==> config.mk <==
export PLATFORM = sky130hd
export DESIGN_NAME = router_ingress_queue_flat
export DESIGN_NICKNAME = d
export VERILOG_FILES = /design/src/rtl/router_pkg.sv /design/src/rtl/router_ingress_queue_if.sv /design/src/rtl/router_fifo.sv /design/src/rtl/router_ingress_queue.sv /design/src/flat_wrapper.sv
export SDC_FILE = /design/constraint.sdc
export NUM_CORES = 1
export LEC_CHECK = 0
export CORE_MARGIN = 2
export CORE_UTILIZATION = 50
export CTS_CLUSTER_DIAMETER = 60
export DETAILED_ROUTE_END_ITERATION = 12
export GPL_ROUTABILITY_DRIVEN = 0
export PLACE_DENSITY = 0.69
export SETUP_SLACK_MARGIN = 0.5
export SYNTH_ARGS = -nofsm -noshare
export SYNTH_HDL_FRONTEND = slang
export SYNTH_SLANG_ARGS = --single-unit
==> constraint.sdc <==
create_clock -name clk -period 7.8 [get_ports clk]
set_input_delay 1.17 -clock clk [delete_from_list [all_inputs] [get_ports clk]]
set_output_delay 1.17 -clock clk [all_outputs]
set_load 0.02 [all_outputs]
==> src/rtl/router_pkg.sv <==
// Shared definitions for the ingress queue and the 4-way combinational router.
package router_pkg;

  localparam int unsigned ROUTER_PORTS  = 4;
  localparam int unsigned ROUTER_ADDR_W = 2;

  typedef logic [ROUTER_ADDR_W-1:0] router_addr_t;

  // Occupancy counter width able to hold the value DEPTH itself.
  function automatic int unsigned count_width(input int unsigned depth);
    return $clog2(depth) + 1;
  endfunction

endpackage

==> src/rtl/router_ingress_queue_if.sv <==
// Upstream handshake, router-facing issue bus and status of the ingress queue.
interface router_ingress_queue_if
  import router_pkg::*;
#(
  parameter int unsigned DATA_WIDTH = 32,
  parameter int unsigned DEPTH      = 8
);

  localparam int unsigned CNT_W = count_width(DEPTH);

  logic                    in_valid;
  logic                    in_ready;
  logic [DATA_WIDTH-1:0]   in_data;
  router_addr_t            in_addr;
  logic [ROUTER_PORTS-1:0] dest_ready;
  logic [DATA_WIDTH-1:0]   dout;
  logic                    dout_en;
  router_addr_t            dout_addr;
  logic [CNT_W-1:0]        count;
  logic                    hol_stall;

  modport master (
    output in_valid, in_data, in_addr, dest_ready,
    input  in_ready, dout, dout_en, dout_addr, count, hol_stall
  );

  modport slave (
    input  in_valid, in_data, in_addr, dest_ready,
    output in_ready, dout, dout_en, dout_addr, count, hol_stall
  );

endinterface

==> src/rtl/router_fifo.sv <==
// Synchronous FIFO with power-of-2 depth; read data is the current head (show-ahead).
module router_fifo #(
  parameter  int unsigned WIDTH = 34,
  parameter  int unsigned DEPTH = 8,
  localparam int unsigned PTR_W = $clog2(DEPTH),
  localparam int unsigned CNT_W = PTR_W + 1
) (
  input  logic             clk,
  input  logic             reset,
  input  logic             push,
  input  logic             pop,
  input  logic [WIDTH-1:0] wdata,
  output logic [WIDTH-1:0] rdata,
  output logic             full,
  output logic             empty,
  output logic [CNT_W-1:0] count
);

  logic [WIDTH-1:0] mem [DEPTH];
  logic [PTR_W-1:0] wr_ptr;
  logic [PTR_W-1:0] rd_ptr;
  logic             do_push;
  logic             do_pop;

  assign full    = (count == CNT_W'(DEPTH));
  assign empty   = (count == '0);
  assign do_push = push & ~full;
  assign do_pop  = pop & ~empty;
  assign rdata   = mem[rd_ptr];

  // Pointer and occupancy tracking; pointers wrap naturally at DEPTH.
  always_ff @(posedge clk or posedge reset) begin
    if (reset) begin
      wr_ptr <= '0;
      rd_ptr <= '0;
      count  <= '0;
    end else begin
      if (do_push) wr_ptr <= wr_ptr + PTR_W'(1);
      if (do_pop)  rd_ptr <= rd_ptr + PTR_W'(1);
      case ({do_push, do_pop})
        2'b10:   count <= count + CNT_W'(1);
        2'b01:   count <= count - CNT_W'(1);
        default: count <= count;
      endcase
    end
  end

  // Storage array; contents beyond the pointers are never observed, so no reset.
  always_ff @(posedge clk) begin
    if (do_push) mem[wr_ptr] <= wdata;
  end

endmodule

==> src/rtl/router_ingress_queue.sv <==
// In-order ingress queue feeding the combinational router, issuing only to ready outputs.
module router_ingress_queue
  import router_pkg::*;
#(
  parameter int unsigned DATA_WIDTH = 32,
  parameter int unsigned DEPTH      = 8
) (
  input  logic                  clk,
  input  logic                  reset,
  router_ingress_queue_if.slave bus
);

  localparam int unsigned ENTRY_W = DATA_WIDTH + ROUTER_ADDR_W;
  localparam int unsigned CNT_W   = count_width(DEPTH);

  logic [ENTRY_W-1:0]    head;
  logic [DATA_WIDTH-1:0] head_data;
  router_addr_t          head_addr;
  logic [CNT_W-1:0]      occupancy;
  logic                  full;
  logic                  empty;
  logic                  push;
  logic                  pop;
  logic                  head_dest_ready;

  assign {head_addr, head_data} = head;

  // Acceptance depends on occupancy only, never on a same-cycle pop.
  assign bus.in_ready = ~full;
  assign push         = bus.in_valid & ~full;

  assign head_dest_ready = bus.dest_ready[head_addr];
  assign pop             = ~empty & head_dest_ready;
  assign bus.hol_stall   = ~empty & ~head_dest_ready;
  assign bus.count       = occupancy;

  router_fifo #(
    .WIDTH (ENTRY_W),
    .DEPTH (DEPTH)
  ) u_fifo (
    .clk   (clk),
    .reset (reset),
    .push  (push),
    .pop   (pop),
    .wdata ({bus.in_addr, bus.in_data}),
    .rdata (head),
    .full  (full),
    .empty (empty),
    .count (occupancy)
  );

  // Issue register: one-cycle pulse carrying the popped head, zero otherwise.
  always_ff @(posedge clk or posedge reset) begin
    if (reset) begin
      bus.dout      <= '0;
      bus.dout_addr <= '0;
      bus.dout_en   <= 1'b0;
    end else if (pop) begin
      bus.dout      <= head_data;
      bus.dout_addr <= head_addr;
      bus.dout_en   <= 1'b1;
    end else begin
      bus.dout      <= '0;
      bus.dout_addr <= '0;
      bus.dout_en   <= 1'b0;
    end
  end

endmodule

==> src/flat_wrapper.sv <==
// flat-port wrapper written by rule: the top's interface ports become plain ports
module router_ingress_queue_flat import router_pkg::*;
#(
  parameter int unsigned DATA_WIDTH = 32,
  parameter int unsigned DEPTH      = 8
)
  (clk, reset, bus_in_valid, bus_in_data, bus_in_addr, bus_dest_ready, bus_in_ready, bus_dout, bus_dout_en, bus_dout_addr, bus_count, bus_hol_stall);
  router_ingress_queue_if #(.DATA_WIDTH(DATA_WIDTH), .DEPTH(DEPTH)) bus_i ();
  input  logic clk;
  input  logic reset;
  input wire logic [$bits(bus_i.in_valid)-1:0] bus_in_valid;
  input wire logic [$bits(bus_i.in_data)-1:0] bus_in_data;
  input wire logic [$bits(bus_i.in_addr)-1:0] bus_in_addr;
  input wire logic [$bits(bus_i.dest_ready)-1:0] bus_dest_ready;
  output wire logic [$bits(bus_i.in_ready)-1:0] bus_in_ready;
  output wire logic [$bits(bus_i.dout)-1:0] bus_dout;
  output wire logic [$bits(bus_i.dout_en)-1:0] bus_dout_en;
  output wire logic [$bits(bus_i.dout_addr)-1:0] bus_dout_addr;
  output wire logic [$bits(bus_i.count)-1:0] bus_count;
  output wire logic [$bits(bus_i.hol_stall)-1:0] bus_hol_stall;
  assign bus_i.in_valid = bus_in_valid;
  assign bus_i.in_data = bus_in_data;
  assign bus_i.in_addr = bus_in_addr;
  assign bus_i.dest_ready = bus_dest_ready;
  assign bus_in_ready = bus_i.in_ready;
  assign bus_dout = bus_i.dout;
  assign bus_dout_en = bus_i.dout_en;
  assign bus_dout_addr = bus_i.dout_addr;
  assign bus_count = bus_i.count;
  assign bus_hol_stall = bus_i.hol_stall;
  router_ingress_queue #(.DATA_WIDTH(DATA_WIDTH), .DEPTH(DEPTH)) u_core (.clk(clk), .reset(reset), .bus(bus_i));
endmodule
**Word level (Yosys, flattened, before mapping)**

Memories as Yosys holds them, arrays and structs flattened.
Index checks and enable logic that the tools add are counted.

- Add/subtract/negate cells: 4
- Multipliers: 0
- Div/mod/pow operators: 0
- $lt $le $gt $ge: 1
- Equal/unequal tests: 3
- Shift operators: 0
- Multiplexer cells: 8
- Bitwise gates (word level): 8
- Reductions and logical operators: 2

Operators with widths:

| kind | number |
|---|---|
| 32-bit 2-to-1 mux | 1 |
| 4-bit case mux with 2 select lines | 1 |
| 3-bit by 1-bit adder with 3-bit output, second input constant | 2 |
| 1-bit bitwise AND | 5 |
| 4-bit by 1-bit adder with 4-bit output, second input constant | 1 |
| 4-bit == test, second input constant | 1 |
| 4-bit zero test | 1 |
| 1-bit 2-to-1 mux | 4 |
| 4-bit by 1-bit subtractor with 4-bit output, second input constant | 1 |
| 2-bit by 3-bit < comparator with 1-bit output, second input constant | 1 |
| 1-bit NOT | 3 |
| 1-bit binary-select mux with 2-bit select | 1 |
| 2-bit by 1-bit == test with 1-bit output, second input constant | 1 |
| 2-bit == test, second input constant | 1 |
| 2-bit 2-to-1 mux | 1 |
| 2-bit nonzero test | 1 |

- Flip-flop bits (word level): 45
- Bits in latches: 0
- RAM bits: 272
- Memory bits (read-only): 0
- Input port bits: 41
- Output and inout port bits: 41
- Word-level logic and storage cells: 33
- Memories kept: 1

Memory list:

| memory | words | width | read ports | clocked after Yosys merged registers in | write ports | RTL line | source |
|---|---|---|---|---|---|---|---|
| u_core.u_fifo.mem | 8 | 34 | 1 | 0 | 1 | router_fifo.sv:19 | `logic [WIDTH-1:0] mem [DEPTH];` |

**Logic depth before layout (Yosys ltp)**

Gate-level depths: netlist of the first run.
An unclocked memory read counts as a cell.

- Depth in word-level cells: 7
- Depth in mapped cells: 15
- Mapped depth without buffers: 13

**Hierarchy**

From an unflattened synthesis of the first run, not the netlist that was laid out.

- Cells, all modules: 624
- Area total of the unflattened synthesis: 12859.8 um2

By module, submodules not included:

| module | times used | cells an instance | area an instance (um2) | seq. area each (um2) |
|---|---|---|---|---|
| router_fifo | 1 | 462 | 10890.4 | 8418.1 |
| router_ingress_queue | 1 | 162 | 1969.4 | 875.8 |

**Least setup slack after synthesis of the first run**

Ideal clock, no wire load.

- Path type: input port to flip-flop
- From: input port bus_in_valid
- To: memory u_core.u_fifo.mem[0][0], enable pin
- Setup time: 0.510 ns
- Data arrival time: 4.590 ns
- Required time: 7.290 ns
- Slack: 2.699 ns
- Stages: 2
- Path buffers: 0
- Cells stage by stage: nand2_1 > nor4_1

- Cells in the longest elaborated chain, start to end: 4

Ends and longest elaborated chain:

| item | RTL line | source |
|---|---|---|
| from (decl) | flat_wrapper.sv:11 | `input wire logic [$bits(bus_i.in_valid)-1:0] bus_in_valid;` |
| 1-bit bitwise AND | router_ingress_queue.sv:30 | `assign push = bus.in_valid & ~full;` |
| 1-bit bitwise AND | router_fifo.sv:27 | `assign do_push = push & ~full;` |
| 1-bit 2-to-1 mux | router_fifo.sv:50 | `if (do_push) mem[wr_ptr] <= wdata;` |
| 1-bit 2-to-1 mux (not written as such) | router_fifo.sv:50 |  |
| to (decl) | router_fifo.sv:19 |  |

No other way between the ends.

**Worst setup path after layout of the first run**

- From: register u_core.u_fifo.rd_ptr[2]
- To: output port bus_hol_stall

- Cells in the longest elaborated chain, start to end: 5

Ends and longest elaborated chain:

| item | RTL line | source |
|---|---|---|
| from (decl) | router_fifo.sv:21 | `logic [PTR_W-1:0] rd_ptr;` |
| from (signal assigned) | router_fifo.sv:39 | `if (do_pop) rd_ptr <= rd_ptr + PTR_W'(1);` |
| memory 8 x 34 bit | n/a |  |
| 1-bit binary-select mux with 2-bit select | router_ingress_queue.sv:32 | `assign head_dest_ready = bus.dest_ready[head_addr];` |
| 1-bit 2-to-1 mux (not written as such) | router_ingress_queue.sv:32 |  |
| 1-bit NOT | router_ingress_queue.sv:34 | `assign bus.hol_stall = ~empty & ~head_dest_ready;` |
| 1-bit bitwise AND | router_ingress_queue.sv:34 |  |
| to (decl) | flat_wrapper.sv:20 | `output wire logic [$bits(bus_i.hol_stall)-1:0] bus_hol_stall;` |

No other way between the ends. The select of a mux whose other input is x is not followed.

==> results of run 1 <==
-- through the flow --
stage	std cells	total power, mW	utilization (%)	cell area, µm²
6_report	979	5.49	60.6	14100
5_1_grt	979	5.75	60.6	14100
4_1_cts	979	5.56	60.6	14100
3_5_place_dp	921	4.01	56.0	13100
3_3_place_gp	921	3.96	56.0	13100
2_1_floorplan	529	3.48	-	11800
-- placed cells by master, fill, tap and decap left out, types with 2 or more instances in the layout --
cell type | netlist | routed
clkbuf_16 | 0 | 31
bufinv_16 | 0 | 6
nand3_1 | 3 | 3
nor2_4 | 0 | 3
clkbuf_1 | 10 | 6
clkinv_4 | 0 | 2
clkbuf_8 | 0 | 2
inv_1 | 5 | 4
mux2i_1 | 42 | 42
nand2_1 | 4 | 4
dfrtp_1 | 45 | 42
nor2_1 | 37 | 34
ha_1 | 5 | 5
edfxtp_1 | 272 | 272
mux4_2 | 67 | 67
clkinv_2 | 0 | 6
clkdlybuf4s50_1 | 0 | 81
dfrtp_2 | 0 | 2
nor3_2 | 0 | 4
nor3_1 | 7 | 3
clkinv_1 | 0 | 3
nand2b_1 | 3 | 3
buf_4 | 0 | 14
xnor2_1 | 6 | 6
xor2_1 | 2 | 2
-- logic make-up after synthesis --
logic type,count (synthesis)
fa+ha+maj,6
mux,111
simple gates,57
flops,317
buf+inv,27
xor+xnor,8
compound gates,3
-- metal layers --
layer	vias to the layer above	part of all wire, %
met5	-	0
met4	0	1.6
met3	27	4.1
met2	132	52
met1	2847	43
li1	2359	-
-- worst max path at each step --
| stage | end | cells past startpoint | slack, ns |
|---|---|---|---|
| finish | bus_hol_stall | 5 | 2.98 |
| global route | bus_hol_stall | 5 | 2.74 |
| floorplan | u_core.u_fifo.mem[0][0]$_DFFE_PP_ | 2 | 2.70 |
| detailed placement | u_core.u_fifo.count[3]$_DFFE_PP0P_ | 12 | 3.38 |
| global placement | u_core.u_fifo.count[3]$_DFFE_PP0P_ | 12 | 3.60 |
| CTS | bus_hol_stall | 5 | 2.91 |
-- state kept, by name (all words and copies together), names as in the netlist --
signal,cells
u_core.u_fifo.mem,272
u_core.bus.dout,32
u_core.u_fifo.count,4
u_core.u_fifo.rd_ptr,3
u_core.u_fifo.wr_ptr,3
u_core.bus.dout_addr,2
u_core.bus.dout_en,1
-- power by group through the flow --
stage                     registers (mW)  clock network [mW]  logic (mW)
after floorplan                     2.39                   0        1.09
after global placement              2.38                   0        1.58
after detailed placement            2.40                   0        1.61
after CTS                           2.37                1.58        1.62
after global routing                2.40                1.64        1.71
final                               2.36                1.54        1.58
-- area by class of cell --
class                      instances  area (µm²)  share of cell area [%]
clock inverter                    19         255                    1.81
multi-input combinational        185        2420                    17.1
clock buffer                      39         826                    5.84
sequential                       317        9300                    65.8
inverter                           5        18.8                   0.133
timing repair buffer              95         916                    6.48
tap                              319         399                    2.82
-- critical path, delay by kind of cell (launching register included) --
kind,cells,cell delay (ns)
flip-flops,1,0.98
AND/OR/NAND/NOR,1,0.07
multiplexers,2,0.89
buffers and inverters,2,1.12
==> metrics.txt, run 1 <==
status finished clean; FP Rows 56; Hold Slack 0.578 ns; final-layout fill cell count 1622; Hold Startpoint u_core.u_fifo.count[3]$_DFFE_PP0P_; initial core utilization 50.6%; Final period util 61.8%; Leak 4.84 nW; crit end category output pin; Clk pwr share 28.1%; top cells by count, synth 272 x edfxtp_1, 67 x mux4_2, 45 x dfrtp_1; Hold Path Stages 1; skew final 0.0211 ns; setup repair bufs after CTS 0; Max Cap Viol 0; gr usage total 18.3%; pre-CTS WS 3.38 ns; clock tree buffer depth 3; fmax 208 MHz; top-count cell post-synth edfxtp_1; Cell Area, Synth 11800 µm²; final setup fails 0; final net count 682; Final WS setup 2.98 ns; vias post-DR 5365; Synth Area in XOR/XNOR 0.593%; Synth top area share 69.2%; Slew Viols, Final 0; Tmin final 4.82 ns; Die ar. 24900 µm²; adder and majority gate portion of the synthesized area 0.699%; maximum vdd drop 0.238 mV; Hold-fix buffers, CTS 0; largest family of logic cells by synthesized area multiplexers; gr ovfl total 0; gr busiest metal met2; Rel. slew slack 37.1%; clk root buf clkbuf_16; Synth Warn # 0; Worst-path clk slew 0.06 ns; unrepaired setup endpoints after global routing no; sw frac 29.4%; Internal Pwr Total 3.88 mW; CP Cell Sequence buf_4, mux2i_1, mux2i_1, nor2_1, clkdlybuf4s50_1; H-tree Lvls 1; Most used DFF post-synth edfxtp_1; post-synthesis simple-gate area fraction 2.09%; Crit Path Category reg2out; pin slew with the least headroom to its limit 0.943 ns; Switch Pwr 1.61 mW; combinational power share 28.8%; Yosys top cell by area edfxtp_1; top area cells in the synthesized netlist edfxtp_1 69%, mux4_2 13%, dfrtp_1 9.5%, mux2i_1 3.6%, nor2_1 1.2%; residual DRC count 0; Yosys reg bits 317; delay of the slowest cell on the worst path 0.98 ns; sequential area share after synthesis 78.7%; Reg2Reg Launch Point u_core.u_fifo.rd_ptr[2]$_DFFE_PP0P_; die width 158 µm; layout cells sized above 1 22.0%; first-pass GRT wire length 33.9 mm; post-route antenna net violation count 0; synth unique cells 25; P&R area growth vs syn 19.7%; synthesized instance count 529; GR met3 Demand/Resource 2.76%; Hold WC Path Type reg2reg; vias in the first global route 5888; Initial DRC Count 331; TritonCTS clock tree done; sequential power share 43.1%; DP HPWL 11.9 mm; complex-gate fraction of the synthesized area 0.148%; Critical Path RT 6.63 ns; Core Area 23300 µm²; CTS resizes 0; Initial DRT Pass Iterations 4; Port Buffer Count 81; worst r2r dst u_core.u_fifo.count[3]$_DFFE_PP0P_; CP max-delay cell dfrtp_2; Critical Path AT 3.65 ns; Mean Syn Cell Area 22.3 µm²; GR Util met1 24.4%; critical path fanouts, max 36; R2R cell count 12; clk_lat worst skew 0.56 ns; post-synth net total 576; Startpoint Class register; met2 global-route usage 32.0%; FF-to-FF setup slack 3.42 ns; Avg WL per Cell 22.3 µm; I/O pin count 82; largest net degree at the start of global routing 46; number of diodes 0; initial antenna violation count 0; Cell Pwr Density 388 nW/µm²; multiplexer share of the synthesized area 16.6%; TNS Setup 0 ns; chip height 158 µm; Via-to-Cell Ratio 5.48; WHS Endpoint u_core.u_fifo.count[3]$_DFFE_PP0P_; Async SR Flop Fraction 14.2%; Sink Count 317; final hold vios 0; CTS buffer count 31; Most common cell on crit path mux2i_1; Routed WL 21.9 mm; Post-synth EDFFs 272; crit path from u_core.u_fifo.rd_ptr[2]$_DFFE_PP0P_
Power figures use the tool's default switching activity.
==> inputs of run 2 (changes only) <==
PLACE_DENSITY = 0.72   (was 0.69)
clock period = 4.4 ns   (was 7.8 ns; I/O delays follow)
==> run 2 against run 1 <==
Clock skew up 0.00066 ns; total power up 81%; critical path depth unchanged; global-route usage about the same; highest routed layer unchanged; largest power group unchanged; die area unchanged; clock power up 88%; cell area up 0.71%; critical path type unchanged; largest cell class unchanged; final cell count up 0.41%; non-clock buffer count up 5.
==> metrics.txt, run 2 (same netlist as run 1, synthesis figures left out) <==
FF-to-FF setup slack 1.17 ns (-2.25 ns); TNS Setup 0 ns (unchanged); final-layout fill cell count 1621 (-0.062%); Max Cap Viol 0 (unchanged); CP Cell Sequence mux4_2, mux2i_1, mux2i_1, nor2_1, clkdlybuf4s50_1; Cell Pwr Density 696 nW/µm² (+79%); initial antenna violation count 0 (unchanged); post-route antenna net violation count 0 (unchanged); register area 9300 µm² (unchanged); Rel. slew slack 33.5% (-3.6 points); clk root buf clkbuf_16; Critical Path RT 3.74 ns (-2.89 ns); Hold-fix buffers, CTS 0 (unchanged); Via-to-Cell Ratio 5.58 (+1.9%); vias post-DR 5487 (+2.3%); Critical Path AT 3.02 ns (-0.63 ns); Port Buffer Count 81 (unchanged); TritonCTS clock tree done; max reg flops 272 (unchanged); I/O pin count 82 (unchanged); clk_lat worst skew 0.55 ns (about the same); gr ovfl total 0 (unchanged); unrepaired setup endpoints after global routing no; CTS buffer count 31 (unchanged); maximum vdd drop 0.370 mV (+56%); Internal Pwr Total 7.04 mW (+82%); largest reg by FF count u_core.u_fifo.mem; R2R cell count 12 (unchanged); CP max-delay cell dfrtp_2; final hold vios 0 (unchanged); gr usage total 18.3% (-0.021 points); residual DRC count 0 (unchanged); skew final 0.0217 ns (+0.000658 ns); Routed WL 21.9 mm (+0.11%); clock tree buffer depth 3 (unchanged); P&R area growth vs syn 20.6%; Slew Viols, Final 0 (unchanged); placed insts 926 (+0.54%); Worst-path clk slew 0.06 ns (about the same); critical path fanouts, max 14 (-61%); initial core utilization 50.6% (unchanged); Top Family by Delay on Critical Path multiplexers; layout cells sized above 1 22.9% (+0.92 points); crit end category output pin; fmax 271 MHz; status finished clean; Post-Layout Cell Count 983 (+0.41%); number of diodes 0 (unchanged); WP depth 5 (unchanged); H-tree Lvls 1 (unchanged); Die ar. 24900 µm² (unchanged); sw frac 29.0% (-0.33 points); vias in the first global route 5879 (-0.15%); Leak 4.89 nW (+0.99%); Most common cell on crit path mux2i_1; Tmin final 3.68 ns; Final period util 83.7%; Startpoint Class register; Hold WC Path Type in2async; sequential power share 41.2% (-1.9 points); Avg WL per Cell 22.3 µm (-0.29%); Sink Count 317 (unchanged); largest net degree at the start of global routing 66 (+43%); most common cell after layout, fill and taps aside edfxtp_1; Worst Path Buf+Inv 1 (-1); combinational power share 29.6% (+0.8 points); pin slew with the least headroom to its limit 0.997 ns (+0.0541 ns); top flop regs u_core.u_fifo.mem: 272 flops, u_core.bus.dout: 32 flops, u_core.u_fifo.count: 4 flops; CTS resizes 0 (unchanged); first-pass GRT wire length 34.0 mm (+0.26%); Clk pwr share 29.2% (+1.1 points); DP HPWL 12.4 mm (+4.8%); area of the multi-input gates 2430 µm² (+0.36%); Initial DRC Count 350 (+5.7%); Crit Path Category reg2out; chip height 158 µm (unchanged); Switch Pwr 2.88 mW (+79%); commonest non-fill, non-tap cells in the layout 272 x edfxtp_1, 81 x clkdlybuf4s50_1, 67 x mux4_2; Total Power 9.91 mW (+81%); final setup fails 0 (unchanged); final net count 687 (+0.73%); setup repair bufs after CTS 0 (unchanged); delay of the slowest cell on the worst path 0.66 ns (-0.32 ns); Core Area 23300 µm² (unchanged); die width 158 µm (unchanged); FP Rows 56 (unchanged); Initial DRT Pass Iterations 4 (unchanged)
## run 2: changes by cell type in the layout (fill, tap and decap cells not counted), sizes merged
cell | previous run | this run
clkbuf | 39 | 33
buf | 14 | 19
bufinv | 6 | 9
clkinvlp | 1 | 3
## run 2: worst register-to-register path, delay by kind of cell (launching register included)
kind / cells / cell delay [ns]
AO/OA/AOI/OAI: 2 / 0.34
XOR/XNOR: 2 / 0.28
adder cells (fa/ha/maj): 2 / 0.43
buffers and inverters: 1 / 0.08
flip-flops: 1 / 0.66
multiplexers: 3 / 1.17
AND/OR/NAND/NOR: 2 / 0.15
## run 2: metrics by stage
stage	worst slack [ns]	cell area [µm²]	hold slack, ns	utilization (%)
2_1_floorplan	0.461	11800	0.533	-
3_3_place_gp	1.22	13100	0.547	56.2
3_5_place_dp	1.14	13100	0.563	56.2
4_1_cts	0.677	14200	0.486	61.0
5_1_grt	0.533	14200	0.543	61.0
6_report	0.716	14200	0.478	61.0
## run 2: layer usage
layer / up-vias / part of all wire (%) / track usage (%)
li1: 2362 / - / -
met5: - / 0 / 0
met1: 2976 / 44 / 24.9
met4: 0 / 2.0 / 4.63
met2: 119 / 51 / 31.5
met3: 30 / 3.3 / 2.57
## run 2: power groups by stage
stage                     sequential (mW)  clock [mW]  combinational [mW]
after global routing                 4.13        3.05                3.19
after global placement               4.12           0                2.94
after floorplan                      4.24           0                1.93
after CTS                            4.09        2.94                2.99
after detailed placement             4.15           0                2.98
final                                4.09        2.90                2.93
## run 2: final timing paths
path | from | end
max | u_core.u_fifo.rd_ptr[1]$_DFFE_PP0P_ | bus_hol_stall
min | reset | u_core.u_fifo.rd_ptr[2]$_DFFE_PP0P_
max reg2reg | u_core.u_fifo.rd_ptr[1]$_DFFE_PP0P_ | u_core.u_fifo.count[3]$_DFFE_PP0P_
min reg2reg | u_core.u_fifo.count[3]$_DFFE_PP0P_ | u_core.u_fifo.count[3]$_DFFE_PP0P_
max in group asynchronous | reset | u_core.bus.dout[15]$_DFF_PP0_
min in group clk | u_core.u_fifo.count[3]$_DFFE_PP0P_ | u_core.u_fifo.count[3]$_DFFE_PP0P_
## run 2: final cells by class
cell class	count	area share (%)
clock buffers	33	5.50
clock inverters	24	2.47
inverters	5	0.132
multi-input cells	185	17.1
flip-flops and latches	317	65.3
well taps	319	2.80
repair buffers	100	6.70
==> inputs of run 3 (changes only) <==
PLACE_DENSITY = 0.69   (was 0.72)
clock period = 3.7 ns   (was 4.4 ns; I/O delays follow)
==> run 3 against run 2 <==
Register-to-register slack got worse by 0.49 ns; flip-flop and latch count stayed put; routed wire length grew 1.9%; die area did not move; global-route usage increased by 0.27 points; largest power group unchanged; sequential share of layout area fell by 0.21 points; total power grew 19%; largest cell class unchanged.
==> metrics.txt, run 3 (same netlist as run 1, synthesis figures left out) <==
largest reg by FF count u_core.u_fifo.mem; Slew Viols, Final 0 (unchanged); initial core utilization 50.6% (unchanged); status finished clean; clock tree buffer depth 3 (unchanged); Worst-path clk slew 0.06 ns (about the same); Total Power 11.8 mW (+19%); Rel. slew slack 33.2% (-0.26 points); unrepaired setup endpoints after global routing no; commonest non-fill, non-tap cells in the layout 272 x edfxtp_1, 80 x clkdlybuf4s50_1, 67 x mux4_2; Routed WL 22.3 mm (+1.9%); CTS buffer count 34 (+9.7%); Cell Pwr Density 829 nW/µm² (+19%); crit end category output pin; Core Area 23300 µm² (unchanged); TritonCTS clock tree done; vias in the first global route 5802 (-1.3%); Tmin final 3.11 ns; Critical Path RT 3.14 ns (-0.60 ns); final hold vios 0 (unchanged); pin slew with the least headroom to its limit 1.00 ns (+0.00385 ns); CP max-delay cell dfrtp_4; number of diodes 0 (unchanged); Initial DRT Pass Iterations 4 (unchanged); first-pass GRT wire length 33.8 mm (-0.41%); Initial DRC Count 331 (-5.4%); I/O pin count 82 (unchanged); Leak 4.90 nW (+0.12%); post-route antenna net violation count 0 (unchanged); FP Rows 56 (unchanged); gr ovfl total 0 (unchanged); Crit Path Category reg2out; placed insts 924 (-0.22%); clk_lat worst skew 0.52 ns (-0.03 ns); delay of the slowest cell on the worst path 0.55 ns (-0.11 ns); most common cell after layout, fill and taps aside edfxtp_1; chip height 158 µm (unchanged); Hold-fix buffers, CTS 0 (unchanged); Post-Layout Cell Count 986 (+0.31%); Port Buffer Count 81 (unchanged); gr usage total 18.6% (+0.27 points); critical path fanouts, max 8 (-6); CP Cell Sequence mux2i_1, mux4_2, mux2i_2, mux2i_4, nor2_1, clkdlybuf4s15_1; Sink Count 317 (unchanged); initial antenna violation count 2 (+2); TNS Setup 0 ns (unchanged); Via-to-Cell Ratio 5.49 (-1.6%); top flop regs u_core.u_fifo.mem: 272 flops, u_core.bus.dout: 32 flops, u_core.u_fifo.count: 4 flops; max reg flops 272 (unchanged); Avg WL per Cell 22.6 µm (+1.6%); maximum vdd drop 0.361 mV (-2.5%); residual DRC count 0 (unchanged); clk root buf clkbuf_16; DP HPWL 12.0 mm (-3.4%); H-tree Lvls 2 (+1); largest net degree at the start of global routing 52 (-21%); Die ar. 24900 µm² (unchanged); fmax 322 MHz; die width 158 µm (unchanged); Hold WC Path Type in2async; setup repair bufs after CTS 0 (unchanged); Startpoint Class register; final net count 688 (+0.15%); Max Cap Viol 0 (unchanged); Critical Path AT 2.55 ns (-0.47 ns); Final period util 84.0%; vias post-DR 5414 (-1.3%); layout cells sized above 1 23.2% (+0.35 points); final setup fails 0 (unchanged); P&R area growth vs syn 21.0%; skew final 0.0213 ns (-0.000388 ns)
run 3: cell types whose count changed in the layout (fill, tap and decap cells not counted), sizes merged:
| cell | previous run | this run |
|---|---|---|
| buf | 19 | 17 |
| bufinv | 9 | 4 |
| clkbuf | 33 | 48 |
| clkdlybuf4s15 | 0 | 1 |
| clkdlybuf4s50 | 81 | 80 |
| clkinv | 11 | 10 |
| clkinvlp | 3 | 0 |
| inv | 6 | 5 |
run 3: timing repair:
action	in CTS	in global routing
endpoints found under the hold margin	0	0
endpoints found under the setup margin	2	2
gates resized for setup	3	6
run 3: where the power goes:
part / total (mW) / internal (mW) / switching [mW]
Sequential: 4.90 / 4.59 / 0.310
Clock: 3.42 / 2.11 / 1.31
Combinational: 3.52 / 1.65 / 1.87
run 3: layout make-up:
| class | instances | area, µm² |
|---|---|---|
| flip-flops and latches | 317 | 9300 |
| fillers | 1627 | 9050 |
| multi-input cells | 185 | 2470 |
| clock buffers | 48 | 965 |
| repair buffers | 98 | 938 |
| well taps | 319 | 399 |
| clock inverters | 14 | 190 |
| inverters | 5 | 18.8 |
run 3: worst paths after layout:
check / start / to / slack (ns) / depth (start not counted)
min: reset / u_core.bus.dout[27]$_DFF_PP0_ / 0.48 / 2
max in group asynchronous: reset / u_core.bus.dout[17]$_DFF_PP0_ / 2.47 / 3
min in group clk: u_core.u_fifo.count[3]$_DFFE_PP0P_ / u_core.u_fifo.count[3]$_DFFE_PP0P_ / 0.56 / 1
min reg2reg: u_core.u_fifo.count[3]$_DFFE_PP0P_ / u_core.u_fifo.count[3]$_DFFE_PP0P_ / 0.56 / 1
max reg2reg: u_core.u_fifo.rd_ptr[0]$_DFFE_PP0P_ / u_core.u_fifo.count[3]$_DFFE_PP0P_ / 0.68 / 13
max: u_core.u_fifo.rd_ptr[0]$_DFFE_PP0P_ / bus_hol_stall / 0.59 / 6
run 3: stage by stage:
| step | util, % | instance area [µm²] | hold WS (ns) | setup slack, ns |
|---|---|---|---|---|
| finish | 61.2 | 14300 | 0.482 | 0.591 |
| global route | 61.2 | 14300 | 0.538 | 0.489 |
| CTS | 61.1 | 14300 | 0.500 | 0.503 |
| detailed placement | 56.1 | 13100 | 0.551 | 0.483 |
| global placement | 56.1 | 13100 | 0.520 | 0.585 |
| floorplan | - | 11800 | 0.548 | -0.239 |
run 3: per-layer routing:
layer	global-route usage [%]	wire length [µm]	vias to the layer above
met5	0	13	-
met4	6.06	444	2
met3	3.70	1260	42
met2	31.4	11300	139
met1	24.5	9320	2854
li1	-	-	2377
run 3: worst max-delay path: cells and delay by family (launching register included):
family	cells	cell delay (ns)
buf+inv	1	0.31
simple gates	1	0.11
mux	4	1.09
flops	1	0.55
==> RTL change 1, RTL diff (config.mk and constraints of run 2) <==
`DATA_WIDTH` is set to 32 in 3 places; all go to 48.
--- a/src/rtl/router_ingress_queue_if.sv
+++ b/src/rtl/router_ingress_queue_if.sv
@@ -2,7 +2,7 @@
 interface router_ingress_queue_if
   import router_pkg::*;
 #(
-  parameter int unsigned DATA_WIDTH = 32,
+  parameter int unsigned DATA_WIDTH = 48,
   parameter int unsigned DEPTH      = 8
 );
 
--- a/src/rtl/router_ingress_queue.sv
+++ b/src/rtl/router_ingress_queue.sv
@@ -2,7 +2,7 @@
 module router_ingress_queue
   import router_pkg::*;
 #(
-  parameter int unsigned DATA_WIDTH = 32,
+  parameter int unsigned DATA_WIDTH = 48,
   parameter int unsigned DEPTH      = 8
 ) (
   input  logic                  clk,
--- a/src/flat_wrapper.sv
+++ b/src/flat_wrapper.sv
@@ -1,7 +1,7 @@
 // flat-port wrapper written by rule: the top's interface ports become plain ports
 module router_ingress_queue_flat import router_pkg::*;
 #(
-  parameter int unsigned DATA_WIDTH = 32,
+  parameter int unsigned DATA_WIDTH = 48,
   parameter int unsigned DEPTH      = 8
 )
   (clk, reset, bus_in_valid, bus_in_data, bus_in_addr, bus_dest_ready, bus_in_ready, bus_dout, bus_dout_en, bus_dout_addr, bus_count, bus_hol_stall);
Ports: changed (resized bus_dout and bus_in_data); port bits go from 82 to 114. The function was not compared with the original's and may differ.
==> RTL change 1 against run 2 <==
  * Cell area increased by 43%
  * Worst setup slack improved by 0.090 ns
  * Synthesized area increased by 44%
  * Wire length increased by 45%
  * Sequential power increased by 45%
  * Highest routed layer is now met5
  * Total power increased by 39%
  * Sequential cell count increased by 144
  * Combinational power increased by 37%
  * Clock skew decreased by 0.0092 ns
==> RTL change 1: results (changes against run 2) <==
Worst setup path
  – Reg2reg start: u_core.u_fifo.rd_ptr[0]
  – Worst Path Arrival: 2.93 ns (-0.09 ns)
  – R2r setup slk: 1.26 ns (+0.09 ns)
  – Crit path max fanout: 20 (+6)
  – Slowest stage delay, CP: 0.68 ns (+0.02 ns)
  – CP max-delay cell: dfrtp_4

Logic synthesis
  – Post-synth cell types: 27 (+8.0%)
  – Synth cell count leaders: 400 x edfxtp_1, 99 x mux4_2, 61 x dfrtp_1, 57 x mux2i_1, 53 x nor2_1
  – Sequential share of the synthesized area: 79.5% (+0.80 points)
  – Mapped cell area: 0.0170 sq mm (+44%)
  – Post-synth EDFFs: 400 (+47%)
  – Post-Synthesis Net Count: 812 (+41%)
  – Synth top area cells: edfxtp_1 71%, mux4_2 13%, dfrtp_1 9.0%, mux2i_1 3.4%, nor2_1 1.2%

GRT
  – Grt met1 use: 26.6% (+1.7 points)
  – GRT Total Usage: 18.3% (about the same)
  – Met2 global-route usage: 29.2% (-2.4 points)
  – M3 GR Usage: 3.26% (+0.69 points)
  – Vias in the first global route: 8020 (+36%)
  – Global-route wire length before repair: 48600 microns (+43%)

STA
  – Worst-margin pin slew: 1.07 ns (+0.0745 ns)
  – Skew final: 0.0125 ns (-0.00921 ns)
  – WHS: 0.553 ns (+0.0750 ns)

Final layout
  – # fillers: 2365 (+46%)
  – Non-Filler Instances: 1385 (+41%)
  – Top flop regs: u_core.u_fifo.mem x400, u_core.bus.dout x48, u_core.u_fifo.count x4
  – Layout cell share with drive strength beyond 1: 21.8% (-1.1 points)
  – Nets: 961 (+40%)

Clocking
  – Clk Latency, worst-skew pair: approximately 0.54 ns
  – Inserted Clock Buffers: 46 (+48%)
  – H-tree depth: 2 (+1)
  – Clock Tree Buf Depth: 3 (unchanged)

Route
  – Drt via density: 5.55 (-0.62%)
  – 1st-iter DRT viols: 777 (+120%)
  – Initial DRT Pass Iterations: 7 (+3)
  – DRT Wirelength: 31700 microns (+45%)

Hold path
  – Hold Crit Class: reg -> reg

Power
  – Maximum vdd drop: 0.455 mV (+23%)
  – Leak Pwr: 6.90 nW (+41%)

Placed design
  – Dpl cells: 1298 (+40%)
  – HPWL Detailed: 16600 microns (+33%)
  – Port bufs: 113 (+40%)

Run status
  – Status: finished clean
==> RTL change 1: cell count changes after synthesis, sizes merged <==
cell	change
buf	+5
clkbuf	+7
dfrtp	+16
edfxtp	+128
mux2i	+16
mux4	+32
nor2	+16
==> RTL change 1: metal layers <==
layer	part of all wire (%)	vias up
li1	-	3354
met1	44	4045
met2	48	231
met3	5.3	49
met4	2.0	4
met5	0.085	-
==> RTL change 1: cell families (layout without fill, tap and decap cells) <==
| kind of cell | count (synthesis) | count (layout) | synth area share (%) |
|---|---|---|---|
| flops | 461 | 461 | 79.5 |
| mux | 159 | 159 | 16.7 |
| simple gates | 73 | 73 | 1.77 |
| buf+inv | 39 | 225 | 1.05 |
| xor+xnor | 8 | 8 | 0.412 |
| fa+ha+maj | 6 | 6 | 0.485 |
| compound gates | 3 | 3 | 0.103 |
| other cells | 0 | 2 | 0 |
==> RTL change 1: area by class of cell <==
| cell class | count | area share, % |
|---|---|---|
| well taps | 448 | 2.76 |
| repair buffers | 135 | 6.39 |
| diodes | 2 | 0.0247 |
| clock buffers | 67 | 6.67 |
| flip-flops and latches | 461 | 66.7 |
| clock inverters | 18 | 0.703 |
| multi-input cells | 249 | 16.6 |
| inverters | 5 | 0.0986 |
==> RTL change 1: per-stage QoR <==
stage	area (sq um)	setup WS, ns
global route	20300	0.658
finish	20300	0.806
CTS	20300	0.746
floorplan	17000	-0.669
detailed placement	18800	1.23
global placement	18800	1.27
==> RTL change 1: power by group <==
group          switching, W  internal, W
combinational       0.00216      0.00186
clock               0.00154      0.00225
sequential         0.000320      0.00560
==> RTL change 2, RTL diff (settings of run 2) <==
Made on the original files. Reset style: synchronous (`reset`), changed in 2 clocked blocks.
--- a/src/rtl/router_fifo.sv
+++ b/src/rtl/router_fifo.sv
@@ -29,7 +29,7 @@
   assign rdata   = mem[rd_ptr];
 
   // Pointer and occupancy tracking; pointers wrap naturally at DEPTH.
-  always_ff @(posedge clk or posedge reset) begin
+  always_ff @(posedge clk) begin
     if (reset) begin
       wr_ptr <= '0;
       rd_ptr <= '0;
--- a/src/rtl/router_ingress_queue.sv
+++ b/src/rtl/router_ingress_queue.sv
@@ -50,7 +50,7 @@
   );
 
   // Issue register: one-cycle pulse carrying the popped head, zero otherwise.
-  always_ff @(posedge clk or posedge reset) begin
+  always_ff @(posedge clk) begin
     if (reset) begin
       bus.dout      <= '0;
       bus.dout_addr <= '0;
Function: differs if reset is asserted again (counterexample within 4 cycles, from zero or initial values and one cycle with reset high); with reset held inactive, the same outputs for 4 cycles.
==> RTL change 2 against run 2 <==
  * Synthesized area about the same
  * Combinational power down 50%
  * Worst setup slack improved by 0.046 ns
  * Largest power group unchanged
  * Critical path depth up 1
  * Hold slack improved by 0.045 ns
  * Critical endpoint unchanged
  * Total power shrank 23%
  * Synthesized cell count grew 4.2%
  * Cell area fell by 1.3%
  * Die area barely moved
  * Clock skew is 0.010 ns lower
  * Sequential cell count increased by 3
  * Wire length down 1.7%
  * Highest routed layer unchanged
==> RTL change 2: results (changes against run 2) <==
Logic synthesis
  – Post-synth cell types: 33 (+32%)
  – Post-synthesis compound-gate area fraction: 0.668% (+0.52 points)
  – Synth top area cells: edfxtp_1 69%, mux4_2 13%, dfxtp_1 8.1%, mux2i_1 3.2%, nor2_1 1.1%
  – Mux contribution to synthesized area: 16.7% (+0.14 points)
  – FFs w/ async S/R, synth: 0% (-14 points)
  – Post-Synth Adder-Cell Area: 0.530% (-0.17 points)
  – Post-synthesis xor/xnor area fraction: 0.520% (-0.074 points)
  – Sequential share of the synthesized area: 77.4% (-1.4 points)
  – Post-Synthesis Net Count: 597 (+3.6%)
  – Synth cell count leaders: 272 x edfxtp_1, 67 x mux4_2, 48 x dfxtp_1, 38 x mux2i_1, 36 x nor2_1
  – Syn avg cell area: 21.4 sq um (-4.0%)

Worst setup path
  – Worst Path Arrival: 2.98 ns (-0.04 ns)
  – CP max-delay cell: mux4_2
  – CP top delay family: multiplexers
  – R2r setup slk: 1.11 ns (-0.06 ns)
  – Reg-to-Reg End: u_core.u_fifo.count[2]
  – Reg2reg path depth: 11 (-1)
  – Slowest stage delay, CP: 0.59 ns (-0.07 ns)

Placed design
  – Dpl cells: 939 (+1.4%)
  – HPWL Detailed: 12200 microns (-2.3%)
  – Placed Area: 0.0131 sq mm (-0.38%)
  – Dpl ws: 0.991 ns (-0.149 ns)

Route
  – 1st-iter DRT viols: 456 (+30%)
  – DRT Wirelength: 21500 microns (-1.7%)
  – Wire per inst: 21.6 microns (-3.1%)
  – M1 wire length: 9060 microns (-5.4%)
  – Via count: 5495 (+0.15%)
  – Routed met2 length: 10900 microns (-2.1%)
  – Met3 wire length: 1110 microns (+55%)
  – Initial DRT Pass Iterations: 4 (unchanged)

Clocking
  – Inserted Clock Buffers: 31 (unchanged)
  – Clock Tree Buf Depth: 3 (unchanged)
  – CTS root buffer: clkbuf_16
  – Clock transition at the registers of the reported paths: 0.06 ns (about the same)
  – Post-CTS Setup Bufs: 0 (unchanged)
  – Cts repair resizes: 0 (unchanged)

STA
  – WHS: 0.522 ns (+0.0445 ns)
  – Worst-margin pin slew: 1.17 ns (+0.170 ns)
  – Skew final: 0.0116 ns (-0.0102 ns)

Run status
  – Status: finished clean

GRT
  – Largest net degree at the start of global routing: 47 (-29%)
  – Vias in the first global route: 5857 (-0.37%)
  – GRT Total Usage: 17.7% (-0.55 points)
  – Global-route wire length before repair: 32900 microns (-3.1%)
  – Initial antenna violation count: 0 (unchanged)

Power
  – Leak Pwr: 4.39 nW (-10%)
  – Maximum vdd drop: 0.344 mV (-7.1%)
  – P_clk: 0.00253 W (-13%)
  – Comb pwr: 0.00147 W (-50%)
  – Clock share of power: 33.0% (+3.8 points)
  – Switching share of total power: 25.4% (-3.6 points)

Final layout
  – Layout cell share with drive strength beyond 1: 22.6% (-0.33 points)
  – Nets: 700 (+1.9%)

Hold path
  – Hold_sp: u_core.u_fifo.rd_ptr[2]
  – Hold Crit Class: reg -> reg
  – WHS Path Cells: 3
[RTL change 2: worst max path at each step]
stage | start | end | slack (ns) | cells past startpoint
5_1_grt | flop | bus_hol_stall | 0.60 | 6
2_1_floorplan | u_core.u_fifo.count[1] | u_core.u_fifo.mem[2][0] | 0.27 | 5
4_1_cts | flop | bus_hol_stall | 0.55 | 6
3_3_place_gp | flop | u_core.u_fifo.count[2] | 1.14 | 11
6_report | flop | bus_hol_stall | 0.76 | 6
3_5_place_dp | flop | u_core.u_fifo.count[2] | 0.99 | 11
[RTL change 2: routing by layer]
layer / global-route usage (%) / up-vias
met5: 0 / -
met2: 30.2 / 134
met3: 3.81 / 33
met1: 23.2 / 2894
li1: - / 2434
met4: 5.24 / 0
[RTL change 2: final cells by class]
cell class / instances / area, sq um
clock inverter: 20 / 178
fill: 1627 / 9280
sequential: 320 / 9140
clock buffer: 37 / 798
tap: 319 / 399
timing repair buffer: 94 / 941
multi-input combinational: 205 / 2590
inverter: 2 / 7.51
